==> src/rtl/debug_serial_fifo_pkg.sv <==
// Shared definitions for the debug serial FIFO stage: TX sequencer states and default FIFO size.
package debug_serial_fifo_pkg;

    localparam int DEF_FIFO_AW = 4;

    typedef enum logic [1:0] {
        T_IDLE  = 2'd0,
        T_START = 2'd1,
        T_BUSY  = 2'd2,
        T_DONE  = 2'd3
    } tx_state_e;

endpackage

==> src/rtl/debug_serial_fifo_byte_fifo.sv <==
// Synchronous byte FIFO with registered head data and registered full/empty flags.
module byte_fifo
    import debug_serial_fifo_pkg::*;
#(
    parameter int fifo_aw = DEF_FIFO_AW
) (
    input  logic       clk,
    input  logic       rst,
    input  logic       push,
    input  logic [7:0] wdata,
    input  logic       pop,
    output logic [7:0] rdata,
    output logic       full,
    output logic       empty
);

    localparam int DEPTH = 2 ** fifo_aw;
    localparam logic [fifo_aw:0] PTR_ONE  = {{fifo_aw{1'b0}}, 1'b1};
    localparam logic [fifo_aw:0] FULL_XOR = {1'b1, {fifo_aw{1'b0}}};

    logic [7:0]       mem_r [DEPTH];
    logic [fifo_aw:0] wr_ptr_r;
    logic [fifo_aw:0] rd_ptr_r;
    logic [fifo_aw:0] wr_nxt_s;
    logic [fifo_aw:0] rd_nxt_s;
    logic             full_r;
    logic             empty_r;
    logic [7:0]       rdata_r;
    logic [7:0]       head_nxt_s;
    logic             do_push_s;
    logic             do_pop_s;

    // Qualify operations and compute next pointers and next head byte.
    always_comb begin
        do_pop_s   = pop & ~empty_r;
        // A pop in the same cycle frees the slot a push into a full FIFO needs.
        do_push_s  = push & (~full_r | pop);
        wr_nxt_s   = do_push_s ? (wr_ptr_r + PTR_ONE) : wr_ptr_r;
        rd_nxt_s   = do_pop_s  ? (rd_ptr_r + PTR_ONE) : rd_ptr_r;
        if (do_push_s && (rd_nxt_s == wr_ptr_r)) begin
            head_nxt_s = wdata;
        end else begin
            head_nxt_s = mem_r[rd_nxt_s[fifo_aw-1:0]];
        end
    end

    // Storage array; contents need no reset since flags gate visibility.
    always_ff @(posedge clk) begin
        if (do_push_s) begin
            mem_r[wr_ptr_r[fifo_aw-1:0]] <= wdata;
        end
    end

    // Pointers, flags and head register.
    always_ff @(posedge clk or negedge rst) begin
        if (!rst) begin
            wr_ptr_r <= '0;
            rd_ptr_r <= '0;
            full_r   <= 1'b0;
            empty_r  <= 1'b1;
            rdata_r  <= 8'h00;
        end else begin
            wr_ptr_r <= wr_nxt_s;
            rd_ptr_r <= rd_nxt_s;
            full_r   <= ((wr_nxt_s ^ rd_nxt_s) == FULL_XOR);
            empty_r  <= (wr_nxt_s == rd_nxt_s);
            if (do_push_s || do_pop_s) begin
                rdata_r <= head_nxt_s;
            end
        end
    end

    assign rdata = rdata_r;
    assign full  = full_r;
    assign empty = empty_r;

endmodule

==> src/rtl/debug_serial_fifo.sv <==
// Byte buffering between the CPU debug port and the debug_serial UART core:
// TX queue with start/idle sequencing, RX capture queue, overrun and interrupt flags.
module debug_serial_fifo
    import debug_serial_fifo_pkg::*;
#(
    parameter int fifo_aw = DEF_FIFO_AW
) (
    input  logic       clk,
    input  logic       rst,
    input  logic       cpu_wr,
    input  logic [7:0] cpu_wdata,
    input  logic       cpu_rd,
    output logic [7:0] cpu_rdata,
    output logic       tx_full,
    output logic       tx_empty,
    output logic       rx_empty,
    output logic       rx_full,
    output logic       rx_overrun,
    input  logic       clr_overrun,
    output logic       irq,
    output logic       uart_start,
    output logic [7:0] uart_tx_data,
    input  logic       uart_tx_idle,
    input  logic       uart_rx_ready,
    input  logic [7:0] uart_rx_data
);

    tx_state_e  state_r;
    tx_state_e  state_nxt_s;
    logic       tx_pop_s;
    logic       start_nxt_s;
    logic [7:0] tx_head_s;
    logic       start_r;
    logic [7:0] tx_data_r;
    logic       rx_ready_r;
    logic       rx_capture_s;
    logic       rx_drop_s;
    logic       overrun_r;
    logic       irq_r;

    byte_fifo #(.fifo_aw(fifo_aw)) u_tx_fifo (
        .clk   (clk),
        .rst   (rst),
        .push  (cpu_wr),
        .wdata (cpu_wdata),
        .pop   (tx_pop_s),
        .rdata (tx_head_s),
        .full  (tx_full),
        .empty (tx_empty)
    );

    byte_fifo #(.fifo_aw(fifo_aw)) u_rx_fifo (
        .clk   (clk),
        .rst   (rst),
        .push  (rx_capture_s),
        .wdata (uart_rx_data),
        .pop   (cpu_rd),
        .rdata (cpu_rdata),
        .full  (rx_full),
        .empty (rx_empty)
    );

    // TX sequencer next state; T_BUSY waits for the UART to leave idle so a stale idle cannot retrigger.
    always_comb begin
        state_nxt_s = state_r;
        tx_pop_s    = 1'b0;
        start_nxt_s = 1'b0;
        case (state_r)
            T_IDLE: begin
                if (uart_tx_idle && !tx_empty) begin
                    state_nxt_s = T_START;
                    tx_pop_s    = 1'b1;
                    start_nxt_s = 1'b1;
                end else begin
                    state_nxt_s = T_IDLE;
                end
            end
            T_START: state_nxt_s = T_BUSY;
            T_BUSY: begin
                if (!uart_tx_idle) begin
                    state_nxt_s = T_DONE;
                end else begin
                    state_nxt_s = T_BUSY;
                end
            end
            T_DONE: begin
                if (uart_tx_idle) begin
                    state_nxt_s = T_IDLE;
                end else begin
                    state_nxt_s = T_DONE;
                end
            end
            default: state_nxt_s = T_IDLE;
        endcase
    end

    // TX sequencer state, start strobe and held transmit byte.
    always_ff @(posedge clk or negedge rst) begin
        if (!rst) begin
            state_r   <= T_IDLE;
            start_r   <= 1'b0;
            tx_data_r <= 8'h00;
        end else begin
            state_r <= state_nxt_s;
            start_r <= start_nxt_s;
            if (tx_pop_s) begin
                tx_data_r <= tx_head_s;
            end
        end
    end

    // Rising-edge detect on the UART ready level and overrun qualification.
    always_comb begin
        rx_capture_s = uart_rx_ready & ~rx_ready_r;
        rx_drop_s    = rx_capture_s & rx_full & ~cpu_rd;
    end

    // Ready history (reset high to ignore a UART leaving reset with ready set), overrun and irq.
    always_ff @(posedge clk or negedge rst) begin
        if (!rst) begin
            rx_ready_r <= 1'b1;
            overrun_r  <= 1'b0;
            irq_r      <= 1'b0;
        end else begin
            rx_ready_r <= uart_rx_ready;
            if (rx_drop_s) begin
                overrun_r <= 1'b1;
            end else if (clr_overrun) begin
                overrun_r <= 1'b0;
            end
            irq_r <= ~rx_empty | overrun_r;
        end
    end

    assign uart_start   = start_r;
    assign uart_tx_data = tx_data_r;
    assign rx_overrun   = overrun_r;
    assign irq          = irq_r;

endmodule

==> config.mk <==
export PLATFORM = sky130hd
export DESIGN_NAME = debug_serial_fifo
export DESIGN_NICKNAME = d
export VERILOG_FILES = /design/src/rtl/debug_serial_fifo_pkg.sv /design/src/rtl/debug_serial_fifo_byte_fifo.sv /design/src/rtl/debug_serial_fifo.sv
export SDC_FILE = /design/constraint.sdc
export NUM_CORES = 1
export LEC_CHECK = 0
export CAP_MARGIN = 20
export CORE_ASPECT_RATIO = 1.1
export CORE_MARGIN = 2
export CORE_UTILIZATION = 58
export CTS_CLUSTER_SIZE = 40
export DETAILED_ROUTE_END_ITERATION = 10
export PLACE_DENSITY_LB_ADDON = 0.3
export SLEW_MARGIN = 20
export SYNTH_ARGS = -nofsm -noshare
export SYNTH_HDL_FRONTEND = slang
export SYNTH_HIERARCHICAL = 1
export SYNTH_SLANG_ARGS = --single-unit
==> constraint.sdc <==
create_clock -name clk -period 2.5 [get_ports clk]
set_input_delay 0.625 -clock clk [delete_from_list [all_inputs] [get_ports clk]]
set_output_delay 0.625 -clock clk [all_outputs]
set_load 0.05 [all_outputs]
==> metrics.cfg, run 1 <==
[run_status]
outcome=completed

[global_route]
antenna_found_initial=0
grt_pass1_wl_mm=58.7
grt_util_all_layers_pct=29.2
grt_pass1_vias=10400
grt.overflow.total=0
grt_max_degree=70

[floorplan]
dieArea_um2=25800
rows=60
start_util_pct=58.5
io_pins=46
core_area_um2=24300
fp.dieH_um=168
die_w_um=153

[synthesis]
avgSynthCellArea_um2=12.5
synth_nets=1175
synthFlopType=edfxtp_1
synthTopCellsByArea=edfxtp_1 54%, dfrtp_1 9.0%, nand2_1 3.0%
synth-edff-count=256
yosysTopAreaCellShare_pct=54.0
yosysUniqueCellTypes=71
syn_inst=1142
syn_area_um2=14200
ys_warn_count=6
synth-async-reset-ratio_pct=17.4
synthTopCellsByCount=256 x edfxtp_1, 112 x nand2_1, 75 x nor2_1, 56 x a31oi_1, 51 x dfrtp_1
synth.most_common_cell=edfxtp_1
ys_seq_area_share_pct=63.5
synth.largest_area_cell=edfxtp_1
ys_ff_latch=310

[power_and_ir_drop]
cellLeakagePower_nw=6.28
max-vdd-ir-drop_mv=1.04
cellPowerDensity_nw_per_um2=1370

[clocking]
cts_tree=done
ctsRootBufferMaster=clkbuf_16
worstSkewPairLatency_ns=0.55
clockBufferDepth=3
numCtsBuffers=30
cts.sinks=310
htreeDepth=1
clk_pin_slew_ns=0.07

[sta]
worst_pin_slew_ns=0.751
setup_violations=0
relSlewSlack_pct=49.9
skew_ns=0.0123
max_freq_mhz=402
drv_slew=0
fin_setup_tns_ns=0
hold_ws_ns=0.218
rsz0062_at_grt=true
final_hold_viol_count=0
period_needed_ns=2.49
post-route-period-util_pct=99.4

[route]
wl_mm=37.9
drtAntennaViolNets=0
drcViolationCount=0
dr_total_vias=10500
dr.pass1.iters=6
wl_per_cell_um=22.8
first_iter_violations=1263
viasPerCell=6.32

[place]
port_buffers=45
gp_congestion=0.940
place_hpwl_mm=25.9
dp.cells=1600

[layout]
drive_above_1_share_pct=23.1
nets=1359
area_growth_pct=23.0
multi_input_area_um2=4750
fill_cells=1683
seq_area_um2=9040
fin_util_pct=72.0
stdcell_count=1659
insertedDiodeCount=0

[setup_path]
worstSetupEndpointType=register
worstPathArrival_ns=2.96
critical_path.cell_chain=nor4b_4 > buf_6 > nand4b_1 > or2_4 > a2111oi_4 > buf_4 > nand4_4 > and2_4 > a31oi_1
start_kind=register
slowest_delay_ns=0.44
cp_slowest_cell=dfrtp_2
cp.required_ns=2.97
r2r_slack_ns=0.01
worstSetupPathType=reg2reg
crit_fanout=8

[job]
maxCapViolCount=0

[min_path]
worstHoldPathType=in2async

==> kinds of logic (layout without fill, tap and decap cells) <==
| family | count (synthesis) | in the layout | share of synthesized area, % |
|---|---|---|---|
| AOI/OAI and AO/OA | 287 | 287 | 14.4 |
| xor gates and xnor gates | 37 | 37 | 2.78 |
| adders and majority gates | 10 | 10 | 0.879 |
| buffers and inverters | 122 | 328 | 4.00 |
| DFF | 310 | 310 | 63.5 |
| muxes | 27 | 27 | 2.00 |
| and+or+nand+nor | 349 | 350 | 12.4 |
==> layout make-up <==
type / count / area share, %
multi-input cells: 711 / 27.1
well taps: 310 / 2.21
flip-flops and latches: 310 / 51.7
repair buffers: 235 / 12.1
clock inverters: 24 / 1.71
clock buffers: 31 / 4.43
inverters: 38 / 0.815
==> what timing repair did <==
item	in CTS	in global routing
endpoints found under the setup margin	4	14
hold endpoints to repair	0	0
hold buffers	0	0
gates cloned	0	1
pin swaps	0	2
buffers inserted	0	3
gates resized for setup	6	23
==> routing by layer <==
metal	part of all wire (%)	routed length, um	vias to the layer above	GRT usage, %
met2	51	19200	551	51.0
met4	4.6	1760	0	12.0
met3	7.5	2840	107	3.78
met5	0	0	-	0
li1	-	-	4748	-
met1	37	14100	5071	36.9
==> stage by stage <==
step / cell area, um2 / power [mW] / setup slack [ns]
6_report: 17500 / 24.0 / 0.0146
5_1_grt: 17500 / 25.1 / -0.0902
4_1_cts: 17400 / 23.6 / 0.00750
3_5_place_dp: 16300 / 18.6 / -0.606
3_3_place_gp: 16300 / 18.4 / -0.601
2_1_floorplan: 14200 / 13.9 / 0.00831
==> report_power, final <==
group	total, mW	switching (mW)	leakage (nW)	internal, mW
sequential	6.96	0.602	2.94	6.36
clock	4.87	1.90	0.512	2.96
combinational	12.2	7.16	2.82	4.99
total	24.0	9.66	6.28	14.3
==> cells in the final DEF, fill, tap and decap left out, drive strengths merged, types with 29 or more instances in the layout <==
cell type / n
a31oi: 57
a21oi: 43
clkdlybuf4s50: 41
inv: 38
dfrtp: 51
clkbuf: 31
buf: 191
nand3: 29
nor3: 41
nand2: 112
o211ai: 32
edfxtp: 256
nor2: 75
==> sequential cells by signal, summed over array words and instances, names as in the netlist, 5 cells and up <==
register and cells:
uart_tx_data 8, u_tx_fifo/wr_ptr_r 5, u_rx_fifo/rd_ptr_r 5, u_rx_fifo/mem_r 128, u_tx_fifo/rdata 8, u_tx_fifo/mem_r 128
u_rx_fifo/rdata 8, u_rx_fifo/wr_ptr_r 5, u_tx_fifo/rd_ptr_r 5
==> critical path: cells and delay by family (launching register included) <==
family / cells / cell delay [ns]
flops: 1 / 0.44
simple gates: 5 / 1.16
buf+inv: 2 / 0.37
compound gates: 2 / 0.43
==> worst paths after layout <==
kind                                                   end                      start  cells past startpoint
setup / recovery            u_tx_fifo/rdata[5]$_DFFE_PN0P_       state_r[1]$_DFF_PN0_                      9
hold / removal                    u_tx_fifo/full$_DFF_PN0_                        rst                      2
setup reg to reg            u_tx_fifo/rdata[5]$_DFFE_PN0P_       state_r[1]$_DFF_PN0_                      9
hold reg to reg                              irq$_DFF_PN0_  u_rx_fifo/empty$_DFF_PN1_                      1
max in group asynchronous  u_rx_fifo/rd_ptr_r[0]$_DFF_PN0_                        rst                      2
min in group clk                      uart_start$_DFF_PN0_               uart_tx_idle                      2
Power figures use the tool's default switching activity.
==> inputs of run 2 (changes only) <==
--- a/config.mk
+++ b/config.mk
@@ -9,6 +9,7 @@
 export CORE_ASPECT_RATIO = 1.1
 export CORE_MARGIN = 2
 export CORE_UTILIZATION = 58
+export CTS_CLUSTER_DIAMETER = 50
 export CTS_CLUSTER_SIZE = 40
 export DETAILED_ROUTE_END_ITERATION = 10
 export PLACE_DENSITY_LB_ADDON = 0.3
==> metrics.cfg, run 2 (synthesis results as in run 1) <==
[global_route]
antenna_found_initial=0  ; unchanged
grt.overflow.total=0  ; unchanged
grt_pass1_vias=10400  ; -0.048%
grt_pass1_wl_mm=59.2  ; +0.82%
grt_util_all_layers_pct=29.4  ; +0.20 points
grt_max_degree=70  ; unchanged

[layout]
area_growth_pct=23.5
final_common_cell=edfxtp_1
nets=1360  ; +0.074%
drive_above_1_share_pct=23.9  ; +0.84 points
final_cell_area_um2=17600  ; +0.34%
most-common-layout-cells=256 x edfxtp_1, 169 x buf_4, 112 x nand2_1
fin_util_pct=72.2  ; +0.25 points
insertedDiodeCount=0  ; unchanged

[power_and_ir_drop]
power.total_mw=24.0  ; +0.23%
p_int_mw=13.9  ; -2.9%
cellLeakagePower_nw=6.30  ; +0.32%
pwr-share-clk_pct=20.3  ; about the same
swShare_pct=42.2  ; +1.9 points
max-vdd-ir-drop_mv=0.896  ; -14%
power_switching_mw=10.1  ; +4.9%
combPwrFrac_pct=50.7  ; about the same
seqPwrFrac_pct=29.0  ; about the same
cellPowerDensity_nw_per_um2=1370  ; -0.11%

[place]
port_buffers=45  ; unchanged
dp_slack_ns=-0.606  ; unchanged
gp_congestion=0.940  ; unchanged
place_hpwl_mm=25.9  ; unchanged
placed_cell_area_um2=16300  ; unchanged

[sta]
rsz0062_at_grt=true
period_needed_ns=2.59  ; +0.103 ns
post-route-period-util_pct=104  ; +4.1 points
fin_setup_tns_ns=-0.487  ; -0.487 ns
skew_ns=0.0161  ; +0.00382 ns
max_freq_mhz=386  ; -4.0%
fin_ws_ns=-0.0884  ; -0.103 ns
drv_slew=0  ; unchanged
final_hold_viol_count=0  ; unchanged
setup_violations=8  ; +8
relSlewSlack_pct=50.0  ; +0.10 points
worst_pin_slew_ns=0.749  ; -0.00150 ns

[route]
wl_per_cell_um=23.1  ; +0.98%
drtAntennaViolNets=0  ; unchanged
first_iter_violations=1215  ; -3.8%
drcViolationCount=0  ; unchanged
dr.pass1.iters=7  ; +1
wl_met2_mm=19.3  ; +0.58%
wl_met3_mm=2.72  ; -4.2%
wl_met1_mm=14.5  ; +3.0%
viasPerCell=6.35  ; +0.56%
dr_total_vias=10600  ; +0.74%
wl_mm=38.3  ; +1.2%
highest_layer=met4

[clocking]
numCtsBuffers=31  ; +3.3%
ctsHoldBuffers=0  ; unchanged
clk_pin_slew_ns=0.07  ; about the same
cts.sinks=310  ; unchanged
ctsRootBufferMaster=clkbuf_16
htreeDepth=1  ; unchanged
worstSkewPairLatency_ns=0.57  ; +0.02 ns
cts_tree=done
clockBufferDepth=3  ; unchanged

[setup_path]
crit_fanout=8  ; unchanged
slowest_delay_ns=0.44  ; about the same
r2r_start=state_r[1]$_DFF_PN0_
worstSetupEndpointType=register
cp.required_ns=2.99  ; +0.02 ns
start_kind=register
crit_path_start=state_r[1]$_DFF_PN0_
cp_slowest_cell=dfrtp_2
worstPathArrival_ns=3.07  ; +0.11 ns
worstSetupPathType=reg2reg
critical_path.cell_chain=nor4b_4 > buf_6 > nand4b_1 > or2_4 > a2111oi_4 > buf_4 > nand4_4 > and2_4 > a31oi_1

[floorplan]
die_w_um=153  ; unchanged
rows=60  ; unchanged
start_util_pct=58.5  ; unchanged
io_pins=46  ; unchanged
core_area_um2=24300  ; unchanged
dieArea_um2=25800  ; unchanged
fp.dieH_um=168  ; unchanged

[min_path]
worstHoldPathType=in2async

[run_status]
outcome=finished with violations
violations=negative setup slack

[job]
maxCapViolCount=0  ; unchanged

run 2: cell type report:
| class | count | area, um2 |
|---|---|---|
| Clock inverter | 27 | 344 |
| Timing Repair Buffer | 235 | 2110 |
| Inverter | 38 | 143 |
| Clock buffer | 31 | 776 |
| Tap cell | 310 | 388 |
| Sequential cell | 310 | 9040 |
| Fill cell | 1641 | 6750 |
| Multi-Input combinational cell | 711 | 4760 |
run 2: power groups by stage:
stage	logic [mW]	registers [mW]	clock network, mW
2_1_floorplan	6.56	7.35	0
3_3_place_gp	11.3	7.01	0
3_5_place_dp	11.6	7.05	0
4_1_cts	11.7	6.94	4.94
5_1_grt	13.0	7.03	5.15
6_report	12.2	6.98	4.88
run 2: routing by layer:
metal	global-route usage, %	vias to the layer above
met5	0	-
met4	11.9	0
met3	3.55	116
met2	51.0	541
met1	37.8	5150
li1	-	4748
run 2: stage by stage:
stage               instances  hold WS, ns
finish                   1662        0.203
global route             1662        0.264
CTS                      1658        0.215
detailed placement       1600        0.469
global placement         1600        0.462
floorplan                1142        0.329
run 2: critical path: cells and delay by family, from the launching register on:
kind	cells	cell delay (ns)
AO/OA/AOI/OAI	2	0.47
buffers and inverters	2	0.38
flip-flops	1	0.44
AND/OR/NAND/NOR	5	1.23
run 2: worst paths after layout:
kind                            slack, ns                         endpoint  cells past startpoint
worst max-delay path                -0.09   u_tx_fifo/rdata[1]$_DFFE_PN0P_                      9
worst min-delay path                 0.20  u_tx_fifo/wr_ptr_r[3]$_DFF_PN0_                      2
worst max register to register      -0.09   u_tx_fifo/rdata[1]$_DFFE_PN0P_                      9
worst min register to register       0.48                    irq$_DFF_PN0_                      1
max in group asynchronous            1.75  u_rx_fifo/rd_ptr_r[0]$_DFF_PN0_                      2
min in group clk                     0.35             uart_start$_DFF_PN0_                      2
run 2: repair_timing:
item	in CTS	in global routing
resized for setup	5	27
pin swaps	0	2
setup endpoints to repair	4	14
buffers inserted	0	3
gates cloned	0	1
